$ cat src/rtl/local_inport_buffer.sv
`default_nettype none
// ============================================================================
// Module   : local_inport_buffer
// Purpose  : Router local input port. It buffers flits from the PE in a FIFO,
//            routes the head flit by XY order, and returns one credit per pop.
//            Optional INPORT_FLIT_CNT_EN adds the fwd_cnt pop counter.
// Revision : 1.0  initial release
// ============================================================================
module local_inport_buffer #(
   parameter int DATA_W = 20,
   parameter int DEPTH  = 4,
   parameter int MY_X   = 0,
   parameter int MY_Y   = 0
) (
   input  logic              clk,
   input  logic              RST,
   input  logic [DATA_W-1:0] flit_in,
   input  logic              flit_in_valid,
   output logic              credit_out,
   output logic [DATA_W-1:0] flit_out,
   output logic              flit_out_valid,
   output logic [4:0]        req,
   input  logic              grant,
`ifdef INPORT_FLIT_CNT_EN
   output logic [15:0]       fwd_cnt,
`endif
   output logic              overflow
);

   localparam int PTR_W = $clog2(DEPTH);
   localparam int CNT_W = PTR_W + 1;
   localparam logic [PTR_W-1:0] LAST_PTR = PTR_W'(DEPTH - 1);
   localparam logic [CNT_W-1:0] FULL_CNT = CNT_W'(DEPTH);
   localparam logic [1:0]       X_COORD  = 2'(MY_X);
   localparam logic [1:0]       Y_COORD  = 2'(MY_Y);

   logic [DATA_W-1:0] mem [DEPTH];
   logic [PTR_W-1:0]  rd_ptr;
   logic [PTR_W-1:0]  wr_ptr;
   logic [CNT_W-1:0]  count;
   logic              pop;
   logic              push;
   logic              full;
   logic [1:0]        dx;
   logic [1:0]        dy;

   assign full = (count == FULL_CNT);
   assign pop  = grant && (count != '0);
   // A full FIFO still accepts a flit when the head leaves in the same cycle.
   assign push = flit_in_valid && (!full || pop);

   always_ff @(posedge clk) begin
      if (push) begin
         mem[wr_ptr] <= flit_in;
      end
   end

   always_ff @(posedge clk) begin
      if (RST) begin
         rd_ptr     <= '0;
         wr_ptr     <= '0;
         count      <= '0;
         credit_out <= 1'b0;
         overflow   <= 1'b0;
      end else begin
         credit_out <= pop;
         if (push) begin
            wr_ptr <= (wr_ptr == LAST_PTR) ? '0 : wr_ptr + 1'b1;
         end
         if (pop) begin
            rd_ptr <= (rd_ptr == LAST_PTR) ? '0 : rd_ptr + 1'b1;
         end
         if (push && !pop) begin
            count <= count + 1'b1;
         end else if (pop && !push) begin
            count <= count - 1'b1;
         end
         if (flit_in_valid && full && !pop) begin
            overflow <= 1'b1;
         end
      end
   end

`ifdef INPORT_FLIT_CNT_EN
   always_ff @(posedge clk) begin
      if (RST) begin
         fwd_cnt <= '0;
      end else if (pop) begin
         fwd_cnt <= fwd_cnt + 16'd1;
      end
   end
`endif

   assign flit_out       = mem[rd_ptr];
   assign flit_out_valid = (count != '0);
   assign dx             = flit_out[DATA_W-1 -: 2];
   assign dy             = flit_out[DATA_W-3 -: 2];

   // XY routing: resolve X first, then Y, else eject locally.
   always_comb begin
      req = 5'b00000;
      if (flit_out_valid) begin
         if (dx > X_COORD) begin
            req = 5'b00100;
         end else if (dx < X_COORD) begin
            req = 5'b01000;
         end else if (dy > Y_COORD) begin
            req = 5'b00001;
         end else if (dy < Y_COORD) begin
            req = 5'b00010;
         end else begin
            req = 5'b10000;
         end
      end
   end

endmodule
`default_nettype wire
$ cat config.mk
export PLATFORM = sky130hd
export DESIGN_NAME = local_inport_buffer
export DESIGN_NICKNAME = d
export VERILOG_FILES = /design/src/rtl/local_inport_buffer.sv
export SDC_FILE = /design/constraint.sdc
export NUM_CORES = 1
export LEC_CHECK = 0
export ABC_AREA = 1
export ABC_CLOCK_PERIOD_IN_PS = 3780
export CORE_UTILIZATION = 58
export DETAILED_ROUTE_END_ITERATION = 6
export GPL_TIMING_DRIVEN = 1
export PLACE_DENSITY = 0.81
export SLEW_MARGIN = 10
export SYNTH_ARGS = -nofsm -noshare
export SYNTH_HDL_FRONTEND = slang
export SYNTH_SLANG_ARGS = --single-unit
$ cat constraint.sdc
create_clock -name clk -period 3.78 [get_ports clk]
set_input_delay 0.756 -clock clk [delete_from_list [all_inputs] [get_ports clk]]
set_output_delay 0.756 -clock clk [all_outputs]
set_load 0.01 [all_outputs]
==> impl_metrics.toml <==
[timing]
min_period_over_period_pct = 79.4
whs_ns = 0.455
setup-tns-final_ns = 0
timing_limited_maximum_frequency_ghz = 0.333
rsz0062_at_grt = "no"
finalHoldViolations = 0
report.final.slew_viol_count = 0
worst_slew_pin_slew_ns = 0.654
fin_worst_skew_ns = 0.0105
maxSlewHeadroom_pct = 56.3
setup_violations = 0
period_minus_slack_ns = 3.00

[route]
drtIter0Drc = 176
routed-via-count = 2306
met3_wirelength_um = 390
post-route-drc-count = 0
drt-vias-per-instance = 5.48
first_pass_iters = 4
dr_wl_met2_um = 3670
final_antenna_net_count = 0
detail_route.wl_per_cell_um = 16.4
dr.max_layer_used = "met4"
wirelength_met1_um = 2750
drt_wl_total_um = 6910

[cts]
cts_buffers = 9
clock-sinks = 91
cts_resized = 0
clk_pin_slew_ns = 0.08
postCtsSetupRepairBufs = 0
cts_hold_buf = 0
clk_root_buffer_cell = "sky130_fd_sc_hd__clkbuf_8"
clk-insertion-delay-late_ns = 0.36
cts_max_path_buffers = 2
htree_levels = 3
tritoncts_clock_tree = "yes"

[layout]
multi_input_comb_area_sq_um = 820
areaGrowthSynthToFinish_pct = 20.2
drive_above_1_share_pct = 9.25
final_net_count = 372
antenna_cells = 0
register_area_sq_mm = 0.00262
number_of_fill_cells_in_the_layout = 405

[yosys]
yosysWarnings = 0
netlist_area_sq_mm = 0.00359
synth_seq_cells = 91
synthDominantAreaCellType = "sky130_fd_sc_hd__edfxtp_1"
synthTopCellsByArea = "sky130_fd_sc_hd__edfxtp_1, sky130_fd_sc_hd__dfxtp_1, sky130_fd_sc_hd__nor2_1, sky130_fd_sc_hd__o21ai_0, sky130_fd_sc_hd__nand2_1"
synth.top_cell.area_share_pct = 66.8
synthDistinctLibCells = 26
syn-mean-instance-area_sq_um = 12.5
synthCells = 288
sequential_fraction_of_the_synthesis_area_pct = 73.0

[floorplan]
ioPinCount = 52
initial_core_util_pct = 60.4
core_region_area_sq_mm = 0.00596
die_h_um = 80.7
core_rows = 28
floorplan_die_area_sq_mm = 0.00652
die_width_um = 80.7

[worst_setup_path]
timing.critical_path.to_type = "output pin"
reg2reg_depth = 12
critical_path_peak_fanout = 40
criticalPathCategory = "register to output pin"
critPathRequiredTime_ns = 3.02
start_kind = "register"
cp.arrival_ns = 2.25
setup.reg_to_reg.worst_slack_ns = 1.70
regToRegEndpoint = "count[2]"
worst_r2r_startpoint = "count[0]"
critical_path.endpoint = "req[0]"

[global_routing]
number_of_antenna_violations_at_the_first_check_in_global_routing = 0
grt_pass1_vias = 2261
global_route.usage.total_pct = 24.0
grt_max_degree = 41
grt_pass1_wl_um = 10900
global_route_total_overflow = 0

[power_and_ir_drop]
pwr_cell_area_mw_per_mm2 = 645
power.static_leakage_nw = 1.57
vdd_drop_max_mv = 0.383

[run_status]
status = "completed"

[worst_hold_path]
hold_path_class = "register to register"

[placed_design]
place_congestion = 0.812
portBuffers = 49
dp_hpwl_um = 4340

[job]
max-cap-violations = 0
## how the worst min path moves through the flow
stage / start / cells past startpoint / slack [ns] / end
after CTS: overflow / 2 / 0.46 / overflow
after global routing: overflow / 2 / 0.48 / overflow
final: overflow / 2 / 0.45 / overflow
after detailed placement: overflow / 2 / 0.44 / overflow
after floorplan: overflow / 2 / 0.47 / overflow
after global placement: overflow / 2 / 0.44 / overflow
## through the flow
step	instance area, sq um	util, %	std cells	worst slack [ns]	power, mW
after floorplan	3600	-	289	1.49	1.80
after global placement	4150	69.7	405	1.01	2.20
after detailed placement	4150	69.7	405	0.935	2.23
after CTS	4320	72.5	421	0.758	2.80
after global routing	4320	72.5	421	0.595	2.94
final	4320	72.5	421	0.778	2.79
## where the power goes
| part | switching [mW] | leakage [nW] | total (mW) | internal, mW |
|---|---|---|---|---|
| sequential | 0.0477 | 0.825 | 1.25 | 1.20 |
| combinational | 0.535 | 0.657 | 0.964 | 0.429 |
| clock | 0.338 | 0.0845 | 0.574 | 0.235 |
| total | 0.921 | 1.57 | 2.79 | 1.87 |
## placed cells by master, fill, tap and decap left out, types with 2 or more instances in the layout
cell type	instances
sky130_fd_sc_hd__clkinv_2	2
sky130_fd_sc_hd__clkinv_1	3
sky130_fd_sc_hd__nor2_2	5
sky130_fd_sc_hd__edfxtp_1	80
sky130_fd_sc_hd__conb_1	2
sky130_fd_sc_hd__ha_1	6
sky130_fd_sc_hd__nand4_1	2
sky130_fd_sc_hd__a21oi_1	2
sky130_fd_sc_hd__clkbuf_8	9
sky130_fd_sc_hd__nand2_2	3
sky130_fd_sc_hd__nor2_1	47
sky130_fd_sc_hd__o21ai_1	4
sky130_fd_sc_hd__inv_1	18
sky130_fd_sc_hd__nand2_1	27
sky130_fd_sc_hd__inv_2	3
sky130_fd_sc_hd__buf_4	6
sky130_fd_sc_hd__nand3_1	11
sky130_fd_sc_hd__clkdlybuf4s50_1	49
sky130_fd_sc_hd__o22ai_1	16
sky130_fd_sc_hd__o21ai_0	32
sky130_fd_sc_hd__dfxtp_1	11
## layout make-up
type	instances	area share [%]
clock inverter	7	0.985
tap	75	2.17
sequential	91	60.7
clock buffer	9	2.87
multi-input combinational	162	19.0
inverter	22	1.91
timing repair buffer	55	12.4
## cell families (layout without fill, tap and decap cells)
kind of cell / Yosys count / count (layout) / synth area share, %
adder cells (fa/ha/maj): 7 / 7 / 2.65
buffers and inverters: 36 / 93 / 4.63
flip-flops: 91 / 91 / 73.0
other: 1 / 2 / 0.104
AND/OR/NAND/NOR: 98 / 98 / 11.4
AO/OA/AOI/OAI: 55 / 55 / 8.28
## cell usage after synthesis, drive strengths merged
cell type,count
nor2,52
dfxtp,11
nand2,30
edfxtp,80
nand3b,1
conb,1
a21oi,2
o22ai,16
o21ai,36
buf,10
nand4,2
fa,1
clkinv,1
clkbuf,4
inv,21
or2,1
ha,6
a21boi,1
nand3,12
## flip-flops by register name, summed over array words and instances, names as in the netlist, named ones only
name,cells
wr_ptr,2
count,3
credit_out,1
overflow,1
mem,80
rd_ptr,2
## critical path: stages, from the launching register on
cell and delay [ns]:
sky130_fd_sc_hd__dfxtp_1 0.33, sky130_fd_sc_hd__inv_2 0.47, sky130_fd_sc_hd__nand2_1 0.12, sky130_fd_sc_hd__nand3_1 0.11, sky130_fd_sc_hd__nand2_1 0.09, sky130_fd_sc_hd__nand2_1 0.08
sky130_fd_sc_hd__inv_1 0.04, sky130_fd_sc_hd__nor2_1 0.09, sky130_fd_sc_hd__clkdlybuf4s50_1 0.54
## per-layer routing
| layer | global-route usage [%] | vias up |
|---|---|---|
| li1 | - | 1118 |
| met1 | 28.9 | 1104 |
| met2 | 40.5 | 76 |
| met3 | 5.57 | 8 |
| met4 | 12.0 | 0 |
| met5 | 0 | - |
Note: power is estimated with default switching activity, not from simulation.
